==> config.mk <==
export PLATFORM = sky130hd
export DESIGN_NAME = jk_reg_bank
export DESIGN_NICKNAME = d
export VERILOG_FILES = /design/src/rtl/jk_reg_bank.sv
export SDC_FILE = /design/constraint.sdc
export NUM_CORES = 1
export LEC_CHECK = 0
export ABC_AREA = 1
export BUFFER_PORTS_ARGS = -buffer_cell sky130_fd_sc_hd__buf_2
export CAP_MARGIN = 20
export CELL_PAD_IN_SITES_DETAIL_PLACEMENT = 0
export CELL_PAD_IN_SITES_GLOBAL_PLACEMENT = 1
export CORE_MARGIN = 5
export CORE_UTILIZATION = 34
export DETAILED_ROUTE_END_ITERATION = 8
export GPL_TIMING_DRIVEN = 0
export PLACE_DENSITY = 0.74
export SYNTH_ARGS = -nofsm -noshare
export SYNTH_HDL_FRONTEND = slang
export SYNTH_SLANG_ARGS = --single-unit
==> constraint.sdc <==
create_clock -name clk -period 0.9 [get_ports clk]
set_input_delay 0.045 -clock clk [delete_from_list [all_inputs] [get_ports clk]]
set_output_delay 0.045 -clock clk [all_outputs]
set_load 0.05 [all_outputs]
==> src/rtl/jk_reg_bank.sv <==
// jk_reg_bank -- bank of WIDTH independent flip-flops that behave as JK, SR, T or D
// flip-flops, selected at run time by a shared mode input.
//
// Optional feature: define JK_TOGGLE_CNT_EN to add the saturating 16-bit
// change counter and its toggle_cnt output port.
//
// Parameters
//   WIDTH      number of flip-flop bits (1..32)
//   RESET_VAL  value loaded into q on reset and on sync_clr
// Ports
//   clk         clock, all state changes on its rising edge
//   reset       asynchronous active-high reset
//   en          update enable (0 = every bit holds, mode ignored)
//   sync_clr    synchronous clear of q/qb/err/toggle_cnt, wins over en
//   mode        00 JK, 01 SR, 10 T, 11 D
//   j           per-bit J / S / T / D input
//   k           per-bit K / R input (unused in T and D modes)
//   err_clr     clears the sticky err flag
//   q, qb       registered state and its registered complement
//   err         sticky flag: an SR-mode bit saw S=R=1 while enabled
//   toggle_cnt  count of enabled edges that changed q (JK_TOGGLE_CNT_EN only)
module jk_reg_bank #(
  parameter int unsigned           WIDTH     = 8,
  parameter logic [WIDTH-1:0]      RESET_VAL = '0
) (
  input  logic             clk,
  input  logic             reset,
  input  logic             en,
  input  logic             sync_clr,
  input  logic [1:0]       mode,
  input  logic [WIDTH-1:0] j,
  input  logic [WIDTH-1:0] k,
  input  logic             err_clr,
  output logic [WIDTH-1:0] q,
  output logic [WIDTH-1:0] qb,
  output logic             err
`ifdef JK_TOGGLE_CNT_EN
  ,
  output logic [15:0]      toggle_cnt
`endif
);

  localparam logic [1:0] MODE_JK = 2'b00;
  localparam logic [1:0] MODE_SR = 2'b01;
  localparam logic [1:0] MODE_T  = 2'b10;
  localparam logic [1:0] MODE_D  = 2'b11;

  logic [WIDTH-1:0] q_reg;
  logic [WIDTH-1:0] qb_reg;
  logic             err_reg;
  logic [WIDTH-1:0] q_upd;
  logic [WIDTH-1:0] q_next;
  logic             err_next;
  logic             sr_violation;

  // Per-bit next state for the selected flip-flop type, assuming en=1.
  for (genvar gi = 0; gi < WIDTH; gi++) begin : g_bit
    logic bit_next;
    always_comb begin
      bit_next = q_reg[gi];
      case (mode)
        MODE_JK: begin
          case ({j[gi], k[gi]})
            2'b01:   bit_next = 1'b0;
            2'b10:   bit_next = 1'b1;
            2'b11:   bit_next = ~q_reg[gi];
            default: bit_next = q_reg[gi];
          endcase
        end
        MODE_SR: begin
          // S=R=1 is illegal: the bit holds and err is raised instead.
          case ({j[gi], k[gi]})
            2'b01:   bit_next = 1'b0;
            2'b10:   bit_next = 1'b1;
            default: bit_next = q_reg[gi];
          endcase
        end
        MODE_T:  bit_next = j[gi] ? ~q_reg[gi] : q_reg[gi];
        MODE_D:  bit_next = j[gi];
        default: bit_next = q_reg[gi];
      endcase
    end
    assign q_upd[gi] = bit_next;
  end

  assign sr_violation = en && (mode == MODE_SR) && (|(j & k));

  always_comb begin
    q_next = q_reg;
    if (en) begin
      q_next = q_upd;
    end
  end

  // A new violation wins over err_clr in the same cycle.
  always_comb begin
    err_next = err_reg;
    if (sr_violation) begin
      err_next = 1'b1;
    end else if (err_clr) begin
      err_next = 1'b0;
    end
  end

  always_ff @(posedge clk or posedge reset) begin
    if (reset) begin
      q_reg   <= RESET_VAL;
      qb_reg  <= ~RESET_VAL;
      err_reg <= 1'b0;
    end else if (sync_clr) begin
      q_reg   <= RESET_VAL;
      qb_reg  <= ~RESET_VAL;
      err_reg <= 1'b0;
    end else begin
      q_reg   <= q_next;
      qb_reg  <= ~q_next;
      err_reg <= err_next;
    end
  end

  assign q   = q_reg;
  assign qb  = qb_reg;
  assign err = err_reg;

`ifdef JK_TOGGLE_CNT_EN
  logic [15:0] cnt_reg;
  logic [15:0] cnt_next;

  // Counts edges whose update actually changed q; sticks at all-ones.
  always_comb begin
    cnt_next = cnt_reg;
    if (en && (q_next != q_reg) && (cnt_reg != 16'hFFFF)) begin
      cnt_next = cnt_reg + 16'd1;
    end
  end

  always_ff @(posedge clk or posedge reset) begin
    if (reset) begin
      cnt_reg <= 16'd0;
    end else if (sync_clr) begin
      cnt_reg <= 16'd0;
    end else begin
      cnt_reg <= cnt_next;
    end
  end

  assign toggle_cnt = cnt_reg;
`endif

endmodule

==> flow_summary.json <==
{
  "outcome": "complete, but fails checks",
  "violations": "hold timing, setup timing",
  "cp_num_buf_inv": 2,
  "cts_tree": "built",
  "io_pins": 40,
  "path_cells": "inv_4, nand2_2, nand3_2, nand3_1, nand2_1, nand2_1, nand2_1, inv_1",
  "crit_family": "flip-flops",
  "p_per_area_nw_per_um2": 1180,
  "hold_ws_ns": -0.1359,
  "nets": 316,
  "max_freq_ghz": 0.9612,
  "cts_buffer_depth": 2,
  "final_util_pct": 49.41,
  "p_leak_nw": 1.168,
  "io_buffers": 36,
  "placementRows": 24,
  "die_h_um": 78.28,
  "tightest_slew_ns": 0.6256,
  "drtIter0Drc": 24,
  "grt_pass1_wl_mm": 6.230,
  "cp.arrival_ns": 1.19,
  "dr.pass1.iters": 4,
  "cts.clk_slew.worst_paths_ns": 0.06,
  "cp_common_cell": "nand2_1",
  "synth_top_area_share_pct": 16.10,
  "grt_pass1_vias": 1352,
  "finalHoldViolCount": 9,
  "design_area_um2": 2196,
  "synth-seq-area-share_pct": 27.47,
  "synth_area_per_cell_um2": 6.984,
  "avgRoutedWirePerCell_um": 11.72,
  "cts.sinks": 17,
  "die-area_um2": 6128,
  "finalCriticalPeriod_ns": 1.040,
  "slew_headroom_pct": 58.25,
  "viasPerCell": 4.521,
  "cts.htree.levels": 1,
  "setup.worst_path.start_class": "register",
  "syn_nets": 266,
  "synth_cell_types": 21,
  "ant_nets": 0,
  "worstPathMaxFanout": 5,
  "synthArstFlopShare_pct": 100.0,
  "grt_setup_unrepaired": "true",
  "synth_ff_type": "dfrtp_1",
  "synth_most_common_cell": "nand2_1",
  "core-area_um2": 4444,
  "fin_worst_skew_ns": 0.0004263,
  "die_w_um": 78.28,
  "dpl_cell_area_um2": 1844,
  "synthTopCellsByArea": "nand2_1 (16%), dfrtp_1 (14%), dfstp_2 (13%)",
  "critPathMaxStageDelay_ns": 0.44,
  "min_period_over_period_pct": 115.6,
  "crit_type": "register to register",
  "grt_antenna_before_repair": 0,
  "synth_warnings": 0,
  "grt_overflow": 0,
  "antennaDiodeCount": 0,
  "root_buffer": "clkbuf_8",
  "postRouteWirelength_mm": 3.844,
  "setup_viol": 30,
  "worst_setup_path_end_kind": "register",
  "synth_cells": 227,
  "setup_ws_ns": -0.1404,
  "yosysTopAreaCell": "nand2_1",
  "routabilityCongestion": 0.7674,
  "hold_class": "input port to asynchronous set/reset pin",
  "cts_made_buffers": 3,
  "synthTopCellsByCount": "nand2_1 (68), inv_1 (45), nand3_1 (22), ha_1 (16), nand2_2 (12)",
  "synth-seq-cells": 17,
  "grt_use_total_pct": 12.64,
  "hpwl_mm": 2.970,
  "vias": 1483,
  "drc_errors": 0,
  "grt_max_degree": 18,
  "clk_latency_ns": 0.24,
  "cap_viol_max_count": 0,
  "syn_to_final_growth_pct": 38.52,
  "dp_slack_ns": -0.1723,
  "synth_enable_flop_cells": 0,
  "critPathSlowestCell": "dfrtp_2",
  "vdd_drop_max_uv": 658.4,
  "slew_viol_final": 0,
  "initial_core_util_pct": 35.67,
  "final_layout_size_suffix_gt1_share_pct": 43.84,
  "cp.required_ns": 1.05,
  "syn_area_um2": 1585
}
-- power breakdown --
| group | leakage (nW) | internal (mW) | switching (mW) |
|---|---|---|---|
| clock | 0.0228 | 0.314 | 0.237 |
| combinational | 0.956 | 0.449 | 0.685 |
| sequential | 0.190 | 0.850 | 0.0558 |
| total | 1.17 | 1.61 | 0.978 |
-- cell families after synthesis --
| group | after synthesis | share of synthesized area (%) |
|---|---|---|
| adders and majority gates | 16 | 12.63 |
| and+or+nand+nor | 113 | 33.62 |
| DFF | 17 | 27.47 |
| buffers and inverters | 57 | 15.79 |
| AOI/OAI and AO/OA | 24 | 10.50 |
-- routing by layer --
layer	global-route usage (%)	vias to the layer above	wire (um)
li1	-	800	-
met1	16.33	654	1791
met2	21.75	27	1867
met3	3.776	2	176
met4	1.049	0	8
met5	0	-	0
-- per-stage QoR --
stage | power, mW | instances | hold slack, ns | TNS [ns]
6_report | 2.591 | 328 | -0.1359 | -2.493
2_1_floorplan | 1.583 | 227 | -0.03410 | -2.693
3_5_place_dp | 1.822 | 315 | 0.1536 | -2.007
5_1_grt | 2.766 | 328 | -0.06765 | -4.081
4_1_cts | 2.537 | 322 | -0.1162 | -2.338
3_3_place_gp | 1.814 | 315 | 0.1482 | -1.949
-- final timing paths --
kind	from	endpoint	slack (ns)	depth (start not counted)
max	q[6]	q[6]	-0.14	8
min	reset	q[4]	-0.14	2
max reg2reg	q[6]	q[6]	-0.14	8
min reg2reg	err	err	0.56	2
max in group asynchronous	reset	q[5]	0.59	2
min in group clk	err_clr	err	0.04	4
-- cells in the final DEF, fill, tap and decap left out --
master	synthesis	final
ha_1	16	16
buf_6	2	10
nand2_2	12	24
a21oi_1	9	8
dfrtp_2	0	9
nor2_4	1	1
nand2_1	68	56
buf_2	2	22
a21oi_2	7	8
clkbuf_8	0	3
o211ai_1	8	8
dfstp_2	8	8
nand3_2	4	8
inv_1	45	37
nor2_8	1	1
nand3_1	22	18
inv_4	1	9
buf_12	1	1
clkbuf_1	1	2
nor2_1	4	4
buf_8	0	13
buf_4	0	4
nand4_1	1	1
clkinv_1	5	5
-- timing repair --
item                       in CTS  in global routing
setup endpoints to repair      33                 32
gates resized for setup        55                 19
hold endpoints to repair        9                  9
pin swaps                       3                  6
buffers inserted                3                  6
-- final cells by class --
cell class              count  area [um2]
well taps                  52       65.06
plain buffers               6       56.30
repair buffers             45       415.4
multi-input cells         153       953.4
fillers                   467        2248
flip-flops and latches     17       446.7
clock buffers               4       45.04
inverters                  51       214.0
Power figures use the tool's default switching activity.
